$ cat src/rtl/ldtu_tx_if.sv
// LDTU transmit buffer bus: both write streams,
// serializer request side and status outputs.
interface ldtu_tx_if #(
   parameter int DEPTH = 8
);
   logic                     fallback;
   logic [31:0]              data_in;
   logic                     load;
   logic [31:0]              data_in_fb;
   logic                     load_fb;
   logic                     tx_req;
   logic                     ovf_clr;
   logic [31:0]              tx_word;
   logic                     tx_is_idle;
   logic [$clog2(DEPTH):0]   fill_level;
   logic                     overflow;
   logic [7:0]               ovf_count;

   modport master (
      output fallback, data_in, load,
      output data_in_fb, load_fb,
      output tx_req, ovf_clr,
      input  tx_word, tx_is_idle,
      input  fill_level, overflow, ovf_count
   );

   modport slave (
      input  fallback, data_in, load,
      input  data_in_fb, load_fb,
      input  tx_req, ovf_clr,
      output tx_word, tx_is_idle,
      output fill_level, overflow, ovf_count
   );
endinterface

$ cat src/rtl/ldtu_tx_buffer.sv
// LDTU transmit FIFO between encoder and serializer;
// a mode change flushes the queue and fills with IDLE.
module ldtu_tx_buffer #(
   parameter int          DEPTH     = 8,
   parameter logic [31:0] IDLE_WORD = 32'hEAAAAAAA
) (
   input  logic      clk,
   input  logic      reset,
   ldtu_tx_if.slave  bus
);
   localparam int AW = $clog2(DEPTH);
   localparam int CW = AW + 1;

   typedef enum logic [1:0] {
      RUN_N  = 2'd0,
      FLUSH  = 2'd1,
      RUN_FB = 2'd2
   } state_t;

   state_t         state, state_n;
   logic           fallback_q;
   logic [AW-1:0]  wptr, rptr;
   logic [CW-1:0]  cnt, cnt_n;
   logic [31:0]    mem [DEPTH];
   logic [31:0]    tx_word_q;
   logic           tx_idle_q;
   logic           ovf_q;
   logic [7:0]     ovf_cnt_q;

   logic           flush, sel_load, wr_en, rd_en, drop;
   logic           full, empty;
   logic [31:0]    sel_data;

   assign full  = (cnt == CW'(DEPTH));
   assign empty = (cnt == '0);

   always_ff @(posedge clk) begin
      if (!reset) state <= RUN_N;
      else        state <= state_n;
   end

   always_comb begin
      state_n  = state;
      flush    = 1'b0;
      sel_load = 1'b0;
      sel_data = bus.data_in;
      unique case (state)
         RUN_N: begin
            sel_load = bus.load;
            sel_data = bus.data_in;
         end
         RUN_FB: begin
            sel_load = bus.load_fb;
            sel_data = bus.data_in_fb;
         end
         FLUSH: begin
            flush   = 1'b1;
            state_n = bus.fallback ? RUN_FB : RUN_N;
         end
         default: state_n = RUN_N;
      endcase
      // A mode edge discards whatever either stream offers this cycle
      if (state != FLUSH && bus.fallback != fallback_q) begin
         state_n  = FLUSH;
         sel_load = 1'b0;
      end
      rd_en = !flush && bus.tx_req && !empty;
      wr_en = sel_load && (!full || rd_en);
      drop  = sel_load && full && !rd_en;
      cnt_n = cnt + CW'(wr_en) - CW'(rd_en);
   end

   always_ff @(posedge clk) begin
      if (wr_en) mem[wptr] <= sel_data;
   end

   always_ff @(posedge clk) begin
      if (!reset) begin
         fallback_q <= 1'b0;
         wptr       <= '0;
         rptr       <= '0;
         cnt        <= '0;
         tx_word_q  <= IDLE_WORD;
         tx_idle_q  <= 1'b1;
         ovf_q      <= 1'b0;
         ovf_cnt_q  <= '0;
      end else begin
         fallback_q <= bus.fallback;
         if (flush) begin
            wptr <= '0;
            rptr <= '0;
            cnt  <= '0;
         end else begin
            if (wr_en) wptr <= wptr + AW'(1);
            if (rd_en) rptr <= rptr + AW'(1);
            cnt <= cnt_n;
         end
         if (bus.tx_req) begin
            if (rd_en) begin
               tx_word_q <= mem[rptr];
               tx_idle_q <= 1'b0;
            end else begin
               tx_word_q <= IDLE_WORD;
               tx_idle_q <= 1'b1;
            end
         end
         // A drop outranks a clear in the same cycle
         if (drop) begin
            ovf_q <= 1'b1;
            if (bus.ovf_clr)
               ovf_cnt_q <= 8'd1;
            else if (ovf_cnt_q != 8'hFF)
               ovf_cnt_q <= ovf_cnt_q + 8'd1;
         end else if (bus.ovf_clr) begin
            ovf_q     <= 1'b0;
            ovf_cnt_q <= '0;
         end
      end
   end

   assign bus.tx_word    = tx_word_q;
   assign bus.tx_is_idle = tx_idle_q;
   assign bus.fill_level = cnt;
   assign bus.overflow   = ovf_q;
   assign bus.ovf_count  = ovf_cnt_q;
endmodule

$ cat src/flat_wrapper.sv
// flat-port wrapper written by rule: the top's interface ports become plain ports
module ldtu_tx_buffer_flat 
#(
   parameter int          DEPTH     = 8,
   parameter logic [31:0] IDLE_WORD = 32'hEAAAAAAA
)
  (clk, reset, bus_fallback, bus_data_in, bus_load, bus_data_in_fb, bus_load_fb, bus_tx_req, bus_ovf_clr, bus_tx_word, bus_tx_is_idle, bus_fill_level, bus_overflow, bus_ovf_count);
  ldtu_tx_if #(.DEPTH(DEPTH)) bus_i ();
  input  logic clk;
  input  logic reset;
  input wire logic [$bits(bus_i.fallback)-1:0] bus_fallback;
  input wire logic [$bits(bus_i.data_in)-1:0] bus_data_in;
  input wire logic [$bits(bus_i.load)-1:0] bus_load;
  input wire logic [$bits(bus_i.data_in_fb)-1:0] bus_data_in_fb;
  input wire logic [$bits(bus_i.load_fb)-1:0] bus_load_fb;
  input wire logic [$bits(bus_i.tx_req)-1:0] bus_tx_req;
  input wire logic [$bits(bus_i.ovf_clr)-1:0] bus_ovf_clr;
  output wire logic [$bits(bus_i.tx_word)-1:0] bus_tx_word;
  output wire logic [$bits(bus_i.tx_is_idle)-1:0] bus_tx_is_idle;
  output wire logic [$bits(bus_i.fill_level)-1:0] bus_fill_level;
  output wire logic [$bits(bus_i.overflow)-1:0] bus_overflow;
  output wire logic [$bits(bus_i.ovf_count)-1:0] bus_ovf_count;
  assign bus_i.fallback = bus_fallback;
  assign bus_i.data_in = bus_data_in;
  assign bus_i.load = bus_load;
  assign bus_i.data_in_fb = bus_data_in_fb;
  assign bus_i.load_fb = bus_load_fb;
  assign bus_i.tx_req = bus_tx_req;
  assign bus_i.ovf_clr = bus_ovf_clr;
  assign bus_tx_word = bus_i.tx_word;
  assign bus_tx_is_idle = bus_i.tx_is_idle;
  assign bus_fill_level = bus_i.fill_level;
  assign bus_overflow = bus_i.overflow;
  assign bus_ovf_count = bus_i.ovf_count;
  ldtu_tx_buffer #(.DEPTH(DEPTH), .IDLE_WORD(IDLE_WORD)) u_core (.clk(clk), .reset(reset), .bus(bus_i));
endmodule
$ cat config.mk
export PLATFORM = sky130hd
export DESIGN_NAME = ldtu_tx_buffer_flat
export DESIGN_NICKNAME = d
export VERILOG_FILES = /design/src/rtl/ldtu_tx_if.sv /design/src/rtl/ldtu_tx_buffer.sv /design/src/flat_wrapper.sv
export SDC_FILE = /design/constraint.sdc
export NUM_CORES = 1
export LEC_CHECK = 0
export BUFFER_PORTS_ARGS = -buffer_cell sky130_fd_sc_hd__buf_2
export CAP_MARGIN = 20
export CORE_ASPECT_RATIO = 2
export CORE_MARGIN = 2
export CORE_UTILIZATION = 63
export DETAILED_ROUTE_END_ITERATION = 7
export HOLD_SLACK_MARGIN = 0.08
export PLACE_DENSITY = 0.9
export RECOVER_POWER = 50
export SLEW_MARGIN = 20
export SYNTH_ARGS = -nofsm -noshare
export SYNTH_HDL_FRONTEND = slang
export SYNTH_SLANG_ARGS = --single-unit
$ cat constraint.sdc
create_clock -name clk -period 9.7 [get_ports clk]
set_clock_uncertainty 0.1 [all_clocks]
set_input_delay 2.425 -clock clk [delete_from_list [all_inputs] [get_ports clk]]
set_output_delay 2.425 -clock clk [all_outputs]
set_load 0.05 [all_outputs]
; After elaboration in Yosys (flattened, before gate mapping)
; Memory sizes are Yosys's and may differ from the RTL's. A register that Yosys moved wholly into a read port is not among the register bits.
; Index checks and enable logic that the tools add are counted.
[op_classes]
bitwise = 1
add_sub_neg = 5
muxes = 19
eq_ne = 7
reduce_logical = 19
[op_table]
columns = op, count
row1 = 32-bit two-way mux, 2
row2 = 8-bit two-way mux, 4
row3 = "8-bit by 1-bit adder with 8-bit output, second input constant", 1
row4 = 1-bit two-way mux, 8
row5 = "8-bit inequality test, second input constant", 1
row6 = "3-bit by 1-bit adder with 3-bit output, second input constant", 2
row7 = 1-bit logical AND, 6
row8 = 3-bit two-way mux, 2
row9 = 2-bit OR reduction, 3
row10 = 4-bit by 1-bit adder with 4-bit output, 1
row11 = "4-bit equality test, second input constant", 1
row12 = 1-bit zero test, 4
row13 = 4-bit zero test, 1
row14 = "2-bit by 1-bit inequality test with 1-bit output, second input constant", 2
row15 = 2-bit case mux with 2 select lines, 1
row16 = 2-bit nonzero test, 2
row17 = 4-bit by 1-bit subtractor with 4-bit output, 1
row18 = "2-bit by 1-bit equality test with 1-bit output, second input constant", 1
row19 = "2-bit equality test, second input constant", 1
row20 = 2-bit zero test, 1
row21 = 2-bit two-way mux, 1
row22 = 1-bit case mux with 2 select lines, 1
row23 = 2-bit AND reduction, 1
row24 = 1-bit logical OR, 1
row25 = other kinds (2), 2
[word_totals]
ram_bits = 256
n_memories = 1
wordCells = 62
reg_bits = 55
out_inout_bits = 46
inputBits = 71
[memory_table]
columns = memory, words, word_bits, rd, rd_ports_with_merged_regs, wr, line_no
row1 = u_core.mem, 8, 32, 1, 1, 1, ldtu_tx_buffer.sv:24  ; logic [31:0] mem [DEPTH];

; Logic depth before layout (Yosys ltp)
; Gate-level depths: netlist of run 1.
[depth]
depth_word = 9
ltp_mapped = 13
mapped_depth_nobuf = 12

; Worst setup path after synthesis of run 1
; No wires, ideal clock.
[synth_path]
kind = input -> register
start = input bus_tx_req
end = memory u_core.mem[0][0] (enable)
required_time_ns = 9.099
setup_time_ns = 0.501
path_stages = 4
slack_ns = 2.940
t_arrival_ns = 6.158
cell_sequence = inv_2 > o311ai_4 > nand2_1 > nor4_1
[synth_between]
elab_chain_len = 6
[synth_rtl]
columns = item, line_no
row1 = from (decl), flat_wrapper.sv:16  ; input wire logic [$bits(bus_i.tx_req)-1:0] bus_tx_req;
row2 = 1-bit logical AND (2 in series), ldtu_tx_buffer.sv:67  ; rd_en = !flush && bus.tx_req && !empty;
row3 = 1-bit logical OR, ldtu_tx_buffer.sv:68  ; wr_en = sel_load && (!full || rd_en);
row4 = 1-bit logical AND, ldtu_tx_buffer.sv:68
row5 = 1-bit two-way mux, ldtu_tx_buffer.sv:74  ; if (wr_en) mem[wptr] <= sel_data;
row6 = 1-bit two-way mux (implied by the code), ldtu_tx_buffer.sv:74
row7 = to (decl), ldtu_tx_buffer.sv:24
; Every way passes these cells.

; Worst setup path after layout of run 1
[layout_path]
start = input bus_tx_req
end = memory u_core.mem[0][24] (enable)
; Same word-level chain as after synthesis.

==> results of run 1 <==
==> final timing paths <==
| check | slack, ns | startpoint | end | depth (start not counted) |
|---|---|---|---|---|
| max | 4.94 | bus_tx_req | u_core.mem[0][24] | 6 |
| min reg2reg | 0.35 | u_core.bus.tx_word[14] | u_core.bus.tx_word[14] | 2 |
| max reg2reg | 6.49 | u_core.bus.fill_level[2] | u_core.mem[0][24] | 6 |
| min | 0.35 | u_core.bus.tx_word[14] | u_core.bus.tx_word[14] | 2 |
==> layout make-up <==
class	instances	area [um^2]
inverters	13	48.8
clock buffers	27	643
repair buffers	127	634
well taps	259	324
fillers	1140	5230
multi-input cells	328	3240
flip-flops and latches	314	8850
clock inverters	19	221
==> registers in the layout (all words and copies together) (netlist names), named ones only <==
signal	cells
u_core.bus.fill_level	4
u_core.bus.overflow	1
u_core.bus.ovf_count	8
u_core.bus.tx_is_idle	1
u_core.bus.tx_word	32
u_core.fallback_q	1
u_core.mem	256
u_core.rptr	3
u_core.state	2
u_core.wptr	3
==> worst register-to-register path, cell delays in order (launching register included) <==
cell,delay (ns)
dfxtp_1,0.33
inv_1,0.08
ha_1,0.26
o311ai_4,0.47
nand2_1,0.33
nor4_2,0.76
buf_4,0.53
==> kinds of logic after synthesis <==
logic type,Yosys count,synth area share (%)
flip-flops,314,72.3
AND/OR/NAND/NOR,170,7.11
multiplexers,102,15.2
buffers and inverters,45,1.60
AO/OA/AOI/OAI,41,2.32
adder cells (fa/ha/maj),10,1.08
XOR/XNOR,5,0.358
==> through the flow <==
step / hold slack [ns] / std cells
3_3_place_gp: 0.334 / 1040
6_report: 0.355 / 1087
5_1_grt: 0.380 / 1087
4_1_cts: 0.352 / 1086
2_1_floorplan: 0.385 / 687
3_5_place_dp: 0.335 / 1040
==> power by group <==
group / total [mW] / leakage [nW] / internal [mW] / switching, mW
Clock: 1.08 / 0.426 / 0.614 / 0.463
Combinational: 0.489 / 1.44 / 0.188 / 0.302
Sequential: 1.57 / 2.78 / 1.52 / 0.0469
Total: 3.13 / 4.64 / 2.32 / 0.812
==> routing by layer <==
layer / track usage [%] / vias up / part of all wire (%)
li1: - / 2926 / -
met1: 31.7 / 3422 / 35
met2: 46.7 / 366 / 55
met3: 3.20 / 77 / 6.4
met4: 11.0 / 0 / 3.6
met5: 0 / - / 0
==> cell usage in the layout, fill, tap and decap left out, drive strengths merged, types with 9 or more instances in the layout <==
cell type / n
nand2b: 37
nand3: 21
mux2: 32
nand2: 28
edfxtp: 256
o22ai: 17
nor2: 50
clkbuf: 60
mux4: 64
inv: 14
buf: 94
ha: 9
dfxtp: 58
clkinv: 11
==> key figures, run 1 <==
Logic synthesis
  • Synthesized area: around 12,000 um^2
  • Most frequent cell after synthesis: edfxtp_1
  • Synth top cells by count: edfxtp_1, mux4_2, dfxtp_1, nor2_1, nand2b_1
  • Ys async rst share: 0%
  • Syn. warnings: 0
  • Seq/Total Area, Yosys: 72.3%
  • Syn Inst Count: 687
  • Net count after synthesis: 768
  • #FFs+latches synth: 314
  • Netlist cell types: 50
  • Avg Inst Size Synth: 17.8 um^2
  • Synth area leader: edfxtp_1
  • Synth area leaders: edfxtp_1, mux4_2, dfxtp_1
  • Top-area cell type share of the netlist area: roughly 63%
  • Top_reg_cell synth: edfxtp_1
  • Number of synthesized flops with an enable pin: about 260

Critical path
  • Crit path arrival time: 4.85 ns
  • Worst path slowest cell: nor4_2
  • Max incr delay on CP: 0.76 ns
  • Req. time, crit path: just under 10 ns
  • Critical Path, Cell by Cell: clkbuf_1 -> inv_2 -> o311ai_4 -> nand2_1 -> nor4_2 -> buf_4
  • Critical path's top delay family: simple AND/OR/NAND/NOR gates
  • CP Max Fanout: 25
  • Worst Setup Start Kind: input port
  • Setup crit end kind: flip-flop
  • Bufs and invs on worst path: 3
  • Worst setup path class: in2reg

Detailed routing
  • Vias/cell: approximately 6.2
  • Routed Antenna Nets: 0
  • Detailed Route Iter0 Violations: 577
  • DRC errors left: 0
  • Routed length per instance: 24.1 um
  • Final wirelength: 26,200 um
  • Initial DRT Pass Iterations: 5
  • Via count: 6,791

Placed design
  • Post-DP HPWL: 15,700 um
  • Worst slack, placed: 4.36 ns
  • Port bufs: 116
  • Placed standard-cell area: 13,100 um^2
  • Routability cong.: 0.876

STA
  • Final Hold Vio Count: 0
  • Post-layout min period: 4.76 ns
  • Rel. slew slack: a little under a quarter
  • Crit share post-route: 49.0%
  • Worst slew pin tran: 1.15 ns
  • Max frequency: around 210 MHz
  • Fin worst setup slack: a little under 5 ns
  • Setup_tns: 0 ns
  • RSZ-0062 raised after global routing: no
  • # setup viols final: 0
  • Max-slew violations: 0

Hold path
  • Min-Delay Path Class: reg2reg

Pwr
  • P per Cell Area: 224 nW/um^2
  • Tot Pwr: 3.13 mW
  • VDD IR max: 0.000196 V
  • Leakage power: 4.64 nW

Die
  • Die H: slightly above 200 um
  • Die width: 103 um
  • Placeable Area: roughly 19,000 um^2
  • Die area: 20,600 um^2
  • # IOs: approximately 120
  • Row count: 72
  • Initial Utilization: 63.8%

Cells and area
  • Design Area, Final: 14,000 um^2
  • Ant diodes: 0
  • Final net count: about 900
  • Finished Core Util: 72.8%
  • Area delta synth->final: 14.1%
  • Layout cells sized above 1: around a quarter

Outcome
  • Status: finished, final reports clean

Global routing
  • Gr usage total: 26.3%
  • First-pass GRT wire length: about 40,000 um
  • Pin count of the biggest net entering global routing: 43
  • Vias in the first global route: 7,247
  • Initial antenna violation count: 0
  • Grt total ovfl: 0

Clock tree
  • Longest Clk Path Bufs: 3
  • CTS tree: done
  • PostCTS Resize Cnt: 0
  • Clock Latency Late Sink: 0.54 ns
  • Clk slew on worst S/H paths: roughly 0.070 ns
  • Num CTS Buffers: 25
  • H-Tree Level Count: 1
  • Setup repair bufs after CTS: 0
  • CTS sink cnt: 314
  • CTS hold repair buffers: 0
  • Clock root cell: clkbuf_16

Flow run
  • Max Cap Viol: 0
(Power assumes the default switching activity.)
==> run 2: changes to the inputs <==
--- a/config.mk
+++ b/config.mk
@@ -9,10 +9,10 @@
 export CAP_MARGIN = 20
 export CORE_ASPECT_RATIO = 2
 export CORE_MARGIN = 2
-export CORE_UTILIZATION = 63
+export CORE_UTILIZATION = 59
 export DETAILED_ROUTE_END_ITERATION = 7
 export HOLD_SLACK_MARGIN = 0.08
-export PLACE_DENSITY = 0.9
+export PLACE_DENSITY = 0.85
 export RECOVER_POWER = 50
 export SLEW_MARGIN = 20
 export SYNTH_ARGS = -nofsm -noshare
==> constraint.sdc (replaced) <==
create_clock -name clk -period 4.45 [get_ports clk]
set_clock_uncertainty 0.1 [all_clocks]
set_input_delay 1.1125 -clock clk [delete_from_list [all_inputs] [get_ports clk]]
set_output_delay 1.1125 -clock clk [all_outputs]
set_load 0.05 [all_outputs]
==> run 2 against run 1 <==
Effect of this change:
- the run now ends with capacitance limit, slew limit left
- die area grew 6.6%
- non-clock buffer count grew 2
- register-to-register slack lost 5.0 ns
- sequential share of layout area shrank 0.51 points
- worst hold slack lost 0.0022 ns
- critical endpoint is now u_core.mem[6][28]
==> key figures, run 2 (synthesis results as in run 1) <==
Clock tree
  • CTS hold repair buffers: 0
  • PostCTS Resize Cnt: 0
  • CTS sink cnt: 314
  • Clock Latency Late Sink: 0.54 ns
  • Clk slew on worst S/H paths: 0.07 ns
  • Longest Clk Path Bufs: 3
  • Setup repair bufs after CTS: 0
  • H-Tree Level Count: 1
  • Clock root cell: clkbuf_16
  • Num CTS Buffers: 24
  • CTS tree: done

Cells and area
  • Max reg flops: 256
  • Ant diodes: 0
  • Finished Core Util: just under 70%
  • Area delta synth->final: 15.0%
  • Largest reg by FF count: u_core.mem
  • Commonest non-fill, non-tap cell in the layout: edfxtp_1
  • Most frequent cells in the layout: edfxtp_1, buf_2, mux4_2, dfxtp_1, nor2_1
  • Final net count: 891
  • Layout cells sized above 1: 25.8%

STA
  • Hold WS: 0.353 ns
  • Max frequency: 320 MHz
  • Crit share post-route: 70.3%
  • Rel. slew slack: -13.3%
  • Post-layout min period: 3.13 ns
  • Worst slew pin tran: 1.70 ns
  • # setup viols final: 0
  • Max-slew violations: 34
  • RSZ-0062 raised after global routing: no
  • Final Hold Vio Count: 0

Die
  • Placeable Area: 20,400 um^2
  • Die width: 106 um
  • Die area: approximately 22,000 um^2
  • Initial Utilization: 60.1%
  • Row count: 74
  • # IOs: roughly 120
  • Die H: 208 um

Critical path
  • Setup crit end kind: flip-flop
  • Worst r2r src: u_core.bus.fill_level[2]
  • Worst reg-to-reg path cell count: 6
  • CP Max Fanout: 22
  • Critical path's top delay family: simple AND/OR/NAND/NOR gates
  • Worst setup path class: in2reg
  • FF-to-FF End: u_core.mem[6][28]
  • Req. time, crit path: 4.55 ns
  • Worst path slowest cell: nand3_1
  • Critical Path, Cell by Cell: clkbuf_1 -> xor2_1 -> nor3_2 -> nand3_1 -> nor2_4 -> buf_4
  • Max incr delay on CP: 0.49 ns
  • Worst Setup Start Kind: input port
  • Bufs and invs on worst path: 2
  • Crit path arrival time: 3.23 ns
  • R2r setup slk: between 1 and 1.5 ns

Detailed routing
  • Routed length per instance: 23.5 um
  • Vias/cell: roughly 6
  • Routed Antenna Nets: 0
  • Final wirelength: approximately 26,000 um
  • Initial DRT Pass Iterations: 5
  • Via count: 6,574
  • DRC errors left: 0
  • Detailed Route Iter0 Violations: 450

Pwr
  • Switch share: 25.6%
  • Cell Int Power: 5.17 mW
  • Net switching power: 1.78 mW
  • Tot Pwr: 6.95 mW
  • VDD IR max: about 0.00046 V
  • Flop pwr share: 49.0%
  • Clock share of power: 35.0%
  • Gate power share: 16.1%
  • Leakage power: 4.68 nW
  • P per Cell Area: 494 nW/um^2

Hold path
  • WHS Path Cells: 2
  • Hold Crit Start: u_core.bus.tx_word[18]
  • Min-Delay Path Class: reg2reg
  • Hold Path Sink: u_core.bus.tx_word[18]

Global routing
  • Grt total ovfl: 0
  • Initial antenna violation count: 0
  • Pin count of the biggest net entering global routing: 55
  • Gr usage total: 23.8%
  • First-pass GRT wire length: 39,500 um
  • Vias in the first global route: ~7,000

Outcome
  • Status: finished with violations
  • Failing checks: capacitance limit, slew limit

Flow run
  • Max Cap Viol: 1

Placed design
  • Post-DP HPWL: 15,700 um
  • Port bufs: ~120
  • Routability cong.: 0.883
==> run 2: cell count changes in the layout (fill, tap and decap cells not counted), moves of 2 or more <==
cell / delta
buf_12: +2
bufinv_16: +2
clkinv_1: -2
clkinv_2: -4
clkinv_4: +3
==> run 2: how the worst max path moves through the flow <==
stage | from | end | slack, ns | cells after the start
final | bus_fallback | u_core.mem[6][28] | 1.32 | 6
after global routing | bus_fallback | u_core.mem[6][28] | 1.21 | 6
after CTS | bus_tx_req | u_core.mem[6][28] | 1.34 | 6
after detailed placement | bus_tx_req | u_core.mem[6][10] | 0.81 | 6
after global placement | bus_tx_req | u_core.mem[6][8] | 0.91 | 6
after floorplan | bus_tx_req | u_core.mem[2][0] | -0.16 | 4
==> run 2: through the flow <==
| stage | area [um^2] | setup WS [ns] | setup TNS [ns] | instances |
|---|---|---|---|---|
| floorplan | 12200 | -0.164 | -15.76 | 687 |
| finish | 14100 | 1.32 | 0 | 1094 |
| CTS | 14100 | 1.34 | 0 | 1093 |
| global placement | 13200 | 0.912 | 0 | 1049 |
| global route | 14100 | 1.21 | 0 | 1094 |
| detailed placement | 13200 | 0.808 | 0 | 1049 |
==> run 2: layout make-up <==
cell class | count | area, um^2
clock buffers | 28 | 626
clock inverters | 16 | 275
fillers | 1283 | 6300
inverters | 13 | 48.8
multi-input cells | 328 | 3240
flip-flops and latches | 314 | 8850
well taps | 266 | 333
repair buffers | 129 | 696
==> run 2: per-layer routing <==
| layer | track usage (%) | part of all wire (%) | wire, um | up-vias |
|---|---|---|---|---|
| met5 | 0 | 0 | 0 | - |
| met4 | 11.8 | 4.4 | 1130 | 0 |
| met3 | 3.52 | 5.8 | 1490 | 75 |
| met2 | 42.2 | 55 | 14000 | 284 |
| met1 | 28.1 | 35 | 9070 | 3284 |
| li1 | - | - | - | 2931 |
==> run 2: worst register-to-register path, stage by stage (launching register included) <==
cell and delay (ns):
dfxtp_1 0.33, inv_1 0.08, ha_1 0.27, o311ai_4 0.50, nand3_1 0.47, nor2_4 0.50, buf_4 0.42
==> run 2: power by group through the flow <==
stage / registers [mW] / logic [mW] / clock network [mW]
global route: 3.42 / 1.20 / 2.55
CTS: 3.46 / 1.07 / 2.45
detailed placement: 3.53 / 1.06 / 0
floorplan: 3.65 / 0.655 / 0
finish: 3.40 / 1.12 / 2.43
global placement: 3.51 / 1.01 / 0
==> run 3: changes to the inputs <==
==> constraint.sdc (replaced) <==
create_clock -name clk -period 3.3 [get_ports clk]
set_clock_uncertainty 0.1 [all_clocks]
set_input_delay 0.825 -clock clk [delete_from_list [all_inputs] [get_ports clk]]
set_output_delay 0.825 -clock clk [all_outputs]
set_load 0.05 [all_outputs]
==> run 3 against run 2 <==
Effect of this change:
- the run still ends with capacitance limit, slew limit left
- routed wire length shrank 1.4%
- via count grew 1.3%
- cell count grew 1.6%
- setup slack lost 0.93 ns
- combinational power grew 27%
- non-clock buffer count grew 15
- register-to-register slack lost 1.1 ns
- critical path type is now reg2reg
==> key figures, run 3 (synthesis results as in run 1) <==
Outcome
  • Status: finished with violations
  • Failing checks: capacitance limit, slew limit

Critical path
  • Setup crit end kind: flip-flop
  • Worst r2r src: u_core.bus.fill_level[2]
  • Req. time, crit path: 3.36 ns
  • Worst reg-to-reg path cell count: 7
  • R2r setup slk: 0.39 ns
  • Crit path arrival time: 2.97 ns
  • Worst Setup Start Kind: flip-flop
  • CP Max Fanout: 32
  • Worst setup path class: reg2reg
  • FF-to-FF End: u_core.mem[7][28]

Detailed routing
  • DRC errors left: 0
  • Routed length per instance: 22.8 um
  • Via count: 6,662
  • Vias/cell: 6.00
  • Final wirelength: approximately 25,000 um
  • Initial DRT Pass Iterations: 5
  • Detailed Route Iter0 Violations: 530
  • Routed Antenna Nets: 0

STA
  • Setup_tns: 0 ns
  • Max-slew violations: 34
  • Rel. slew slack: -19.3%
  • Max frequency: 344 MHz
  • # setup viols final: 0
  • Fin worst setup slack: 0.395 ns
  • RSZ-0062 raised after global routing: no
  • Final Hold Vio Count: 0
  • Hold WS: 0.352 ns
  • Crit share post-route: around nine tenths
  • Worst slew pin tran: 1.79 ns
  • Post-layout min period: approximately 2.9 ns

Cells and area
  • Layout fillers: between 1,000 and 1,500
  • Ant diodes: 0
  • Register area: 8850 um^2
  • Final net count: 907
  • Most frequent cells in the layout: edfxtp_1, buf_2, mux4_2, dfxtp_1
  • Fin cells: 1,111
  • Commonest non-fill, non-tap cell in the layout: edfxtp_1
  • Multi-input gate area: 3220 um^2
  • Area delta synth->final: 14.9%
  • Layout cells sized above 1: 25.9%
  • Largest reg by FF count: u_core.mem
  • Max reg flops: ~260

Hold path
  • Min-Delay Path Class: reg2reg
  • Hold Crit Start: u_core.bus.tx_word[12]
  • WHS Path Cells: 2
  • Hold Path Sink: u_core.bus.tx_word[12]

Pwr
  • Clock share of power: 33.7%
  • P per Cell Area: 649 nW/um^2
  • Tot Pwr: about 9.1 mW
  • VDD IR max: 0.000450 V
  • Switch share: ~26%
  • Cell Int Power: around 6.8 mW
  • Flop pwr share: 50.7%
  • Gate power share: 15.6%
  • Net switching power: 2.37 mW
  • Leakage power: 4.66 nW

Placed design
  • Worst slack, placed: 0.569 ns
  • Port bufs: 116
  • Cell count after placement: 1,065
  • Post-DP HPWL: between 15,000 and 20,000 um
  • Routability cong.: ~0.82

Global routing
  • Gr usage total: 23.9%
  • Grt total ovfl: 0
  • Pin count of the biggest net entering global routing: 36
  • Vias in the first global route: a little over 7,000
  • Initial antenna violation count: 0
  • First-pass GRT wire length: 39,700 um

Die
  • Die H: 208 um
  • Die width: 106 um
  • Die area: 22,000 um^2
  • Initial Utilization: 60.1%
  • # IOs: 117
  • Placeable Area: 20,400 um^2
  • Row count: 74

Clock tree
  • Setup repair bufs after CTS: 0
  • H-Tree Level Count: 1
  • Clock root cell: clkbuf_16
  • Clock Latency Late Sink: 0.54 ns
  • PostCTS Resize Cnt: 0
  • CTS tree: done
  • CTS hold repair buffers: 0
  • Longest Clk Path Bufs: 3
  • CTS sink cnt: 314
  • Num CTS Buffers: 25
  • Clk slew on worst S/H paths: around 0.070 ns

Flow run
  • Max Cap Viol: 1
[run 3: final cells by class]
type                            count  share of cell area, %
Sequential cell                   314                   63.0
Inverter                           13                  0.347
Timing Repair Buffer              144                   5.35
Tap cell                          266                   2.37
Multi-Input combinational cell    328                   22.9
Clock inverter                     15                   1.21
Clock buffer                       31                   4.89
[run 3: worst max path at each step]
stage / start / to / slack [ns] / cells after the start
2_1_floorplan: u_core.bus.fill_level[2] / u_core.mem[5][0] / -0.29 / 5
3_3_place_gp: u_core.bus.fill_level[2] / u_core.bus.fill_level[2] / 0.62 / 12
3_5_place_dp: u_core.bus.fill_level[2] / u_core.bus.fill_level[2] / 0.57 / 12
4_1_cts: u_core.bus.fill_level[2] / u_core.bus.fill_level[2] / 0.55 / 12
5_1_grt: u_core.bus.fill_level[2] / u_core.mem[7][2] / 0.26 / 7
6_report: u_core.bus.fill_level[2] / u_core.mem[7][28] / 0.39 / 7
[run 3: worst max-delay path, stage by stage, from the launching register on]
cell,delay [ns]
dfxtp_1,0.35
inv_1,0.09
ha_1,0.24
o311ai_0,0.53
nand3_1,0.17
clkbuf_1,0.23
nor2_4,0.10
buf_2,0.69
[run 3: layer usage]
metal | wire, um | global-route usage [%] | up-vias
met5 | 0 | 0 | -
met1 | 8840 | 27.8 | 3378
li1 | - | - | 2960
met2 | 14300 | 43.7 | 256
met4 | 947 | 10.5 | 0
met3 | 1300 | 2.83 | 68
[run 3: power by group through the flow]
stage | clock network, mW | logic (mW) | registers, mW
final | 3.08 | 1.42 | 4.63
after detailed placement | 0 | 1.48 | 4.72
after CTS | 3.13 | 1.49 | 4.63
after global routing | 3.26 | 1.52 | 4.66
after global placement | 0 | 1.42 | 4.70
after floorplan | 0 | 0.886 | 4.92
[run 3: through the flow]
step / util (%) / instance area, um^2
global placement: 65.6 / 13400
CTS: 69.8 / 14200
global route: 69.0 / 14100
finish: 69.0 / 14100
detailed placement: 65.6 / 13400
floorplan: - / 12300
